## src/rtl/rf_write_arbiter.sv

```systemverilog
// Register-file write-port arbiter: two requesters (ALU = 0, load = 1) share one
// register-file write port. Ties go round-robin against the last accepted requester.
// The accepted write reaches the register file one cycle later. Writes to register 0
// complete the handshake but are never issued.
module rf_write_arbiter #(
  parameter int unsigned DATA_W = 32,
  parameter int unsigned ADDR_W = 5
) (
  input  logic              clk,
  input  logic              rst,
  input  logic              hold,
  input  logic              req0_valid,
  input  logic [ADDR_W-1:0] req0_reg,
  input  logic [DATA_W-1:0] req0_data,
  input  logic              req1_valid,
  input  logic [ADDR_W-1:0] req1_reg,
  input  logic [DATA_W-1:0] req1_data,
  output logic              req0_ready,
  output logic              req1_ready,
  output logic              write_en,
  output logic [ADDR_W-1:0] write_reg,
  output logic [DATA_W-1:0] write_data,
  output logic              last_grant,
  output logic [15:0]       commit_count
);

  logic              grant0;
  logic              grant1;
  logic              accept;
  logic [ADDR_W-1:0] acc_reg;
  logic [DATA_W-1:0] acc_data;
  logic              acc_nonzero;

  logic              write_en_q;
  logic [ADDR_W-1:0] write_reg_q;
  logic [DATA_W-1:0] write_data_q;
  logic              last_grant_q;
  logic [15:0]       commit_count_q;

  // Grant decode: each grant is built from the raw valids and last_grant only, so at
  // most one can be high and neither depends on the other ready output.
  always_comb begin
    grant0 = 1'b0;
    grant1 = 1'b0;
    if (rst && !hold) begin
      grant0 = req0_valid && (!req1_valid || last_grant_q);
      grant1 = req1_valid && (!req0_valid || !last_grant_q);
    end
  end

  // Select the winning request's payload.
  always_comb begin
    accept      = grant0 || grant1;
    acc_reg     = grant1 ? req1_reg  : req0_reg;
    acc_data    = grant1 ? req1_data : req0_data;
    acc_nonzero = (acc_reg != '0);
  end

  // Write pipeline and bookkeeping; synchronous active-low reset drops any in-flight
  // pulse and any acceptance presented in the reset cycle.
  always_ff @(posedge clk) begin
    if (!rst) begin
      write_en_q     <= 1'b0;
      write_reg_q    <= '0;
      write_data_q   <= '0;
      last_grant_q   <= 1'b1;
      commit_count_q <= 16'd0;
    end else begin
      write_en_q <= 1'b0;
      if (accept) begin
        write_reg_q  <= acc_reg;
        write_data_q <= acc_data;
        last_grant_q <= grant1;
        write_en_q   <= acc_nonzero;
        // Count at the same edge the pulse is launched; wraps naturally at 16 bits.
        if (acc_nonzero) begin
          commit_count_q <= commit_count_q + 16'd1;
        end
      end
    end
  end

  assign req0_ready   = grant0;
  assign req1_ready   = grant1;
  assign write_en     = write_en_q;
  assign write_reg    = write_reg_q;
  assign write_data   = write_data_q;
  assign last_grant   = last_grant_q;
  assign commit_count = commit_count_q;

endmodule

```

## config.mk

```make
export PLATFORM = sky130hd
export DESIGN_NAME = rf_write_arbiter
export DESIGN_NICKNAME = d
export VERILOG_FILES = /design/src/rtl/rf_write_arbiter.sv
export SDC_FILE = /design/constraint.sdc
export NUM_CORES = 1
export LEC_CHECK = 0
export ABC_AREA = 1
export BUFFER_PORTS_ARGS = -buffer_cell sky130_fd_sc_hd__buf_4
export CAP_MARGIN = 25
export CORE_MARGIN = 8
export CORE_UTILIZATION = 42
export DETAILED_ROUTE_END_ITERATION = 10
export PLACE_DENSITY = 0.77
export SYNTH_ARGS = -nofsm -noshare
export SYNTH_HDL_FRONTEND = slang
export SYNTH_SLANG_ARGS = --single-unit
export TNS_END_PERCENT = 20
```

## constraint.sdc

```tcl
create_clock -name clk -period 1.5 [get_ports clk]
set_input_delay 0.15 -clock clk [delete_from_list [all_inputs] [get_ports clk]]
set_output_delay 0.15 -clock clk [all_outputs]
set_load 0.005 [all_outputs]
```

==> results of run 1 <==
-- layout make-up --
cell class	count	share of cell area, %
clock buffers	6	1.89
clock inverters	2	0.802
well taps	77	2.21
multi-input cells	271	34.8
inverters	56	4.93
repair buffers	168	30.1
flip-flops and latches	55	25.3
-- layout by cell type (no fill, tap or decap), drive strengths merged --
cell,netlist,routed
buf,11,168
nand2,109,112
inv,56,56
nand3,55,55
dfxtp,55,55
nor2,40,40
o211ai,38,38
a21oi,14,14
clkbuf,12,6
o21ai,4,4
o21bai,2,2
nand4,2,2
nor3,2,2
nor3b,1,1
ha,1,1
bufinv,0,1
clkinv,0,1
-- cell families after synthesis --
family	after synthesis	synth area share [%]
adder cells (fa/ha/maj)	1	0.452
buffers and inverters	79	11.9
flip-flops	55	39.8
AND/OR/NAND/NOR	209	33.5
AO/OA/AOI/OAI	58	14.4
-- power groups by stage --
stage	clock network, mW	logic (mW)	registers [mW]
3_3_place_gp	0	0.603	1.60
3_5_place_dp	0	0.617	1.60
5_1_grt	1.09	0.740	1.58
4_1_cts	1.05	0.655	1.57
6_report	1.02	0.673	1.57
2_1_floorplan	0	0.245	1.61
-- worst max-delay path: cells and delay by family (launching register included) --
family	cells	cell delay (ns)
compound gates	1	0.14
buf+inv	4	0.44
flops	1	0.37
simple gates	7	0.54
-- how the worst max path moves through the flow --
| stage | start | to | slack [ns] | cells after the start |
|---|---|---|---|---|
| floorplan | last_grant | commit_count[5] | 0.01 | 12 |
| global placement | hold | commit_count[15] | -0.05 | 12 |
| global route | last_grant | commit_count[0] | -0.24 | 12 |
| finish | last_grant | commit_count[8] | -0.11 | 12 |
| detailed placement | hold | commit_count[8] | -0.16 | 12 |
| CTS | last_grant | commit_count[4] | -0.09 | 12 |
-- layer usage --
metal,GRT usage [%],share of wire [%],up-vias
li1,-,-,1618
met1,19.0,39,1454
met2,32.2,51,92
met3,6.33,7.2,17
met4,8.05,2.7,0
met5,0,0,-
-- metrics by stage --
step,TNS [ns],worst slack (ns)
2_1_floorplan,0,0.0143
3_3_place_gp,-0.610,-0.0548
3_5_place_dp,-1.73,-0.157
4_1_cts,-1.32,-0.0942
5_1_grt,-2.96,-0.242
6_report,-1.30,-0.105
-- timing repair --
action	in CTS	in global routing
setup buffers	5	1
hold buffers	0	0
setup endpoints to repair	16	42
cloned	3	0
resized for setup	15	29
pin swaps	3	10
==> metrics.txt, run 1 <==
status=complete, but fails checks; violated checks=negative setup slack; number of global-route vias before repair=3159; initial antenna violation count=0; HPWL after DPL=6530 um; Comb power frac=20.6%; ranking of synthesized cells by area=dfxtp_1 (40%), nand2_1 (14%), o211ai_1 (10%); total core area=0.00635 mm2; final instance area=0.00437 mm2; worst relative slew slack=61.1%; Starting Density=43.6%; DR vias/cell=5.01; Worst-Margin Slew=0.583 ns; chip height=97.2 um; Post-Synthesis Cells=402; slowest CP cell=dfxtp_2; IO buf count=135; Switching Power=819 uW; #FFs+latches synth=55; CTS Buf Count=5; Critical Path Most Common Cell=nand2_4; dominant cell by count in the synthesized netlist=nand2_1; final setup fails=16; die area=0.00944 mm2; Syn Std Cell Area=0.00277 mm2; Post-synth top cells=nand2_1 (101), dfxtp_1 (55), nand3_1 (54), inv_1 (52), o211ai_1 (38); max FFs per register=32; Post-synth EDFFs=0; largest net degree at the start of global routing=55; area leader, netlist=dfxtp_1; Seq/Total Area, Yosys=39.8%; worst reg-to-reg setup slack=-0.11 ns; Fmax=623 MHz; Most used DFF post-synth=dfxtp_1; Warnings, synthesis=0; clock slew at reported path FFs=0.10 ns; CTS tree=done; switching share of power=25.1%; crit path time final=1.61 ns; required time worst endpoint=1.71 ns; WHS=0.158 ns; CTS H-tree depth=2; # rows=29; drt total wl=8970 um; Multi-input gate area=0.00152 mm2; routed via count=3181; Max Transition Viols Final=0; syn nets=482; Pwr Total=3.26 mW; RSZ-0062 raised after global routing=yes; Worst setup SP type=register; layout cell share with drive strength beyond 1=40.0%; worst path arrival time=1.81 ns; worst-path fanout max=7; Pre-antenna DRT Iters=4; GR Util All Layers=18.2%; Die W=97.2 um; DRC viols=0; Cell Area, Placed=0.00399 mm2; FF+latch area=0.00111 mm2; post-route ant nets=0; Worst R2R Start=last_grant; area delta synth->final=57.9%; FFs w/ async S/R, synth=0%; internal cell power=2.44 mW; remaining global-route overflow=0; period utilization=107%; worst skew pair latency=0.30 ns; num ports=136; DR WL/cell=14.1 um; Final GP Congestion=0.804; final net count=637; Synth cell types=22; clock root buffer master=clkbuf_8; Leakage=2.23 nW; Post-Route Utilization=68.8%; WS Path Type=register to register; Iter 0 DRT Violations=116; worst reg2reg path depth=12; Post-Place Cells=618; crit end category=register; PwrDens=746 mW/mm2; hold wc startpoint=req0_data[8]; post-synth top area share=39.8%; CTS Buffer Depth=2; non-filler instance count after layout=635; Reg2Reg Capture Point=commit_count[8]; VDD IR max=0.000480 V; worst path cell trace=nand2_4 > buf_6 > buf_4 > nand3_4 > nand2_4 > nand2_4 > inv_2 > nor2_4 > buf_12 > nand2_8 > a21oi_2 > nor2_1; Hold Crit Depth=5; Hold Path Class=input pin to register; max_cap viols=0; CP max stage delay=0.37 ns; # fillers=535; Clk network pwr share=31.2%; Worst Skew=0.00717 ns; Reg power frac=48.2%; post-route worst setup slack=-0.105 ns; Clock Sinks=55; Hold Crit Endpoint=write_data[8]; global-route wire length before repair=14700 um; Syn Area/Cell=6.88 um2; Antenna Cells=0; Final Hold Fails=0
(Power assumes the default switching activity.)
==> inputs of run 2 (changes only) <==
--- a/config.mk
+++ b/config.mk
@@ -11,5 +11,4 @@
 export CORE_MARGIN = 8
-export CORE_UTILIZATION = 42
+export CORE_UTILIZATION = 30
 export DETAILED_ROUTE_END_ITERATION = 10
-export PLACE_DENSITY = 0.77
 export SYNTH_ARGS = -nofsm -noshare
--- a/constraint.sdc
+++ b/constraint.sdc
@@ -3,2 +3,2 @@
 set_output_delay 0.15 -clock clk [all_outputs]
-set_load 0.005 [all_outputs]
+set_load 0.01 [all_outputs]
==> run 2 against run 1 <==
The run still ends with negative setup slack left. Sequential power barely moved. Global-route usage shrank 4.6 points. Highest routed layer unchanged. Largest cell class unchanged. Worst setup slack gained 0.031 ns. Core utilization shrank 21 points. Flip-flop and latch count did not move. Combinational power is 3% higher. Via count decreased by 3.5%. Wire length decreased by 1.4%. Largest power group unchanged. Non-clock buffer count increased by 1. First-iteration DRC count is 7.8% higher. Register-to-register slack gained 0.03 ns.
==> metrics.txt, run 2 (synthesis gave the netlist of run 1 again) <==
M1 GR Usage=15.1% (was 19.0%); Die W=112 um (was 97.2 um); CTS H-tree depth=2 (unchanged); met2 Usage GRT=24.2% (was 32.2%); drt total wl=8840 um (was 8970 um); Final Hold Fails=0 (unchanged); period utilization=105% (was 107%); worst relative slew slack=70.0% (was 61.1%); Hold Path Class=input pin to register (unchanged); RSZ-0062 raised after global routing=yes (unchanged); initial antenna violation count=0 (unchanged); Clock Sinks=55 (unchanged); crit path time final=1.57 ns (was 1.61 ns); Worst-Margin Slew=0.449 ns (was 0.583 ns); CTS Buf Count=5 (unchanged); DR WL/cell=13.2 um (was 14.1 um); most frequent cells in the layout=buf_4 (164), nand2_1 (99), nand3_1 (53) (was buf_4 (162), nand2_1 (96), inv_1 (52)); clock slew at reported path FFs=0.10 ns (about the same); Multi-input gate area=0.00148 mm2 (was 0.00152 mm2); num ports=136 (unchanged); internal cell power=2.57 mW (was 2.44 mW); worst skew pair latency=0.30 ns (about the same); total core area=0.00911 mm2 (was 0.00635 mm2); post-route worst setup slack=-0.0745 ns (was -0.105 ns); max_cap viols=0 (unchanged); IO buf count=135 (unchanged); CTS Buffer Depth=2 (unchanged); Pwr Total=3.41 mW (was 3.26 mW); final net count=638 (was 637); Setup crit end=commit_count[7] (was commit_count[8]); GR Util All Layers=13.6% (was 18.2%); met3 usage=5.80% (was 6.33%); Comb power frac=20.2% (was 20.6%); final setup fails=16 (unchanged); DRC viols=0 (unchanged); required time worst endpoint=1.70 ns (was 1.71 ns); chip height=112 um (was 97.2 um); max FFs per register=32 (unchanged); status=complete, but fails checks (unchanged); worst-path fanout max=7 (unchanged); Worst setup SP type=register (unchanged); non-filler instance count after layout=670 (was 635); # rows=35 (was 29); Starting Density=30.4% (was 43.6%); WS Path Type=register to register (unchanged); Max Transition Viols Final=0 (unchanged); Worst R2R Start=last_grant (unchanged); DR vias/cell=4.58 (was 5.01); switching share of power=24.7% (was 25.1%); worst path arrival time=1.77 ns (was 1.81 ns); area delta synth->final=58.0% (was 57.9%); Fmax=635 MHz (was 623 MHz); Post-Place Cells=654 (was 618); FF+latch area=0.00111 mm2 (about the same); VDD IR max=0.000575 V (was 0.000480 V); violated checks=negative setup slack (unchanged); PwrDens=781 mW/mm2 (was 746 mW/mm2); Pre-antenna DRT Iters=4 (unchanged); gr busiest metal=met2 (unchanged); Reg2Reg Capture Point=commit_count[7] (was commit_count[8]); Antenna Cells=0 (unchanged); Clk network pwr share=33.8% (was 31.2%); post-route ant nets=0 (unchanged); CTS tree=done (unchanged); global-route wire length before repair=14300 um (was 14700 um); worst reg-to-reg setup slack=-0.07 ns (was -0.11 ns); most common cell after layout, fill and taps aside=buf_4 (unchanged); Worst Skew=0.0139 ns (was 0.00717 ns); remaining global-route overflow=0 (unchanged); Switching Power=845 uW (was 819 uW); worst setup path start=last_grant (unchanged); number of global-route vias before repair=2981 (was 3159); Reg power frac=46.0% (was 48.2%); largest net degree at the start of global routing=42 (was 55); clock root buffer master=clkbuf_8 (unchanged); die area=0.0126 mm2 (was 0.00944 mm2); crit end category=register (unchanged); Iter 0 DRT Violations=125 (was 116); Leakage=2.22 nW (was 2.23 nW); HPWL after DPL=6520 um (was 6530 um); # fillers=944 (was 535); routed via count=3071 (was 3181); layout cell share with drive strength beyond 1=38.8% (was 40.0%); Final GP Congestion=0.726 (was 0.804); worst reg2reg path depth=12 (unchanged)
-- run 2: cell count changes in the layout (fill, tap and decap cells not counted), sizes merged --
| cell | previous run | this run |
|---|---|---|
| inv | 56 | 55 |
| buf | 168 | 169 |
| bufinv | 1 | 2 |
-- run 2: power by group through the flow --
stage / registers (mW) / clock network [mW] / logic (mW)
global placement: 1.60 / 0 / 0.643
detailed placement: 1.60 / 0 / 0.649
floorplan: 1.64 / 0 / 0.246
finish: 1.57 / 1.15 / 0.690
global route: 1.58 / 1.26 / 0.761
CTS: 1.57 / 1.20 / 0.690
-- run 2: final cells by class --
class	count	area share, %
tap	111	3.18
timing repair buffer	169	29.7
inverter	56	4.92
clock buffer	6	1.66
sequential	55	25.3
multi-input combinational	271	33.9
clock inverter	2	1.37
-- run 2: worst max-delay path, cell delays in order (launching register included) --
cell,delay [ns]
dfxtp_2,0.33
nand2_2,0.07
nand2_2,0.07
nor2_4,0.15
buf_6,0.15
nand2_4,0.05
nand2_4,0.08
nand2_4,0.05
nor2_4,0.10
buf_6,0.15
nand2_8,0.09
a21oi_1,0.13
nor2_1,0.05
-- run 2: metal layers --
metal	up-vias	wire length (um)
li1	1612	-
met1	1379	3840
met2	78	4270
met3	2	699
met4	0	35
met5	-	0
-- run 2: what timing repair did --
item                                    in CTS  in global routing
hold buffers                                 0                  0
pin swaps                                    4                  0
gates resized for setup                     18                 14
gates cloned                                 3                  0
endpoints found under the setup margin      16                 21
setup buffers                                4                  1
-- run 2: metrics by stage --
stage / area (um2) / worst slack (ns) / hold slack, ns / TNS (ns) / utilization, %
after global placement: 4040 / -0.0472 / 0.474 / -0.627 / 44.3
after floorplan: 2780 / -0.0000978 / 0.382 / -0.000620 / -
final: 4370 / -0.0745 / 0.169 / -0.773 / 48.0
after global routing: 4370 / -0.184 / 0.170 / -2.57 / 48.0
after detailed placement: 4040 / -0.108 / 0.479 / -1.31 / 44.3
after CTS: 4310 / -0.0418 / 0.162 / -0.535 / 47.3
-- run 2: how the worst min path moves through the flow --
| stage | endpoint | start | cells after the start |
|---|---|---|---|
| finish | write_data[29] | req0_data[29] | 5 |
| global route | write_data[14] | req0_data[14] | 5 |
| CTS | write_data[1] | req0_data[1] | 5 |
| detailed placement | write_data[15] | write_data[15] | 2 |
| global placement | write_data[11] | req0_data[11] | 5 |
| floorplan | req0_ready | req1_valid | 1 |
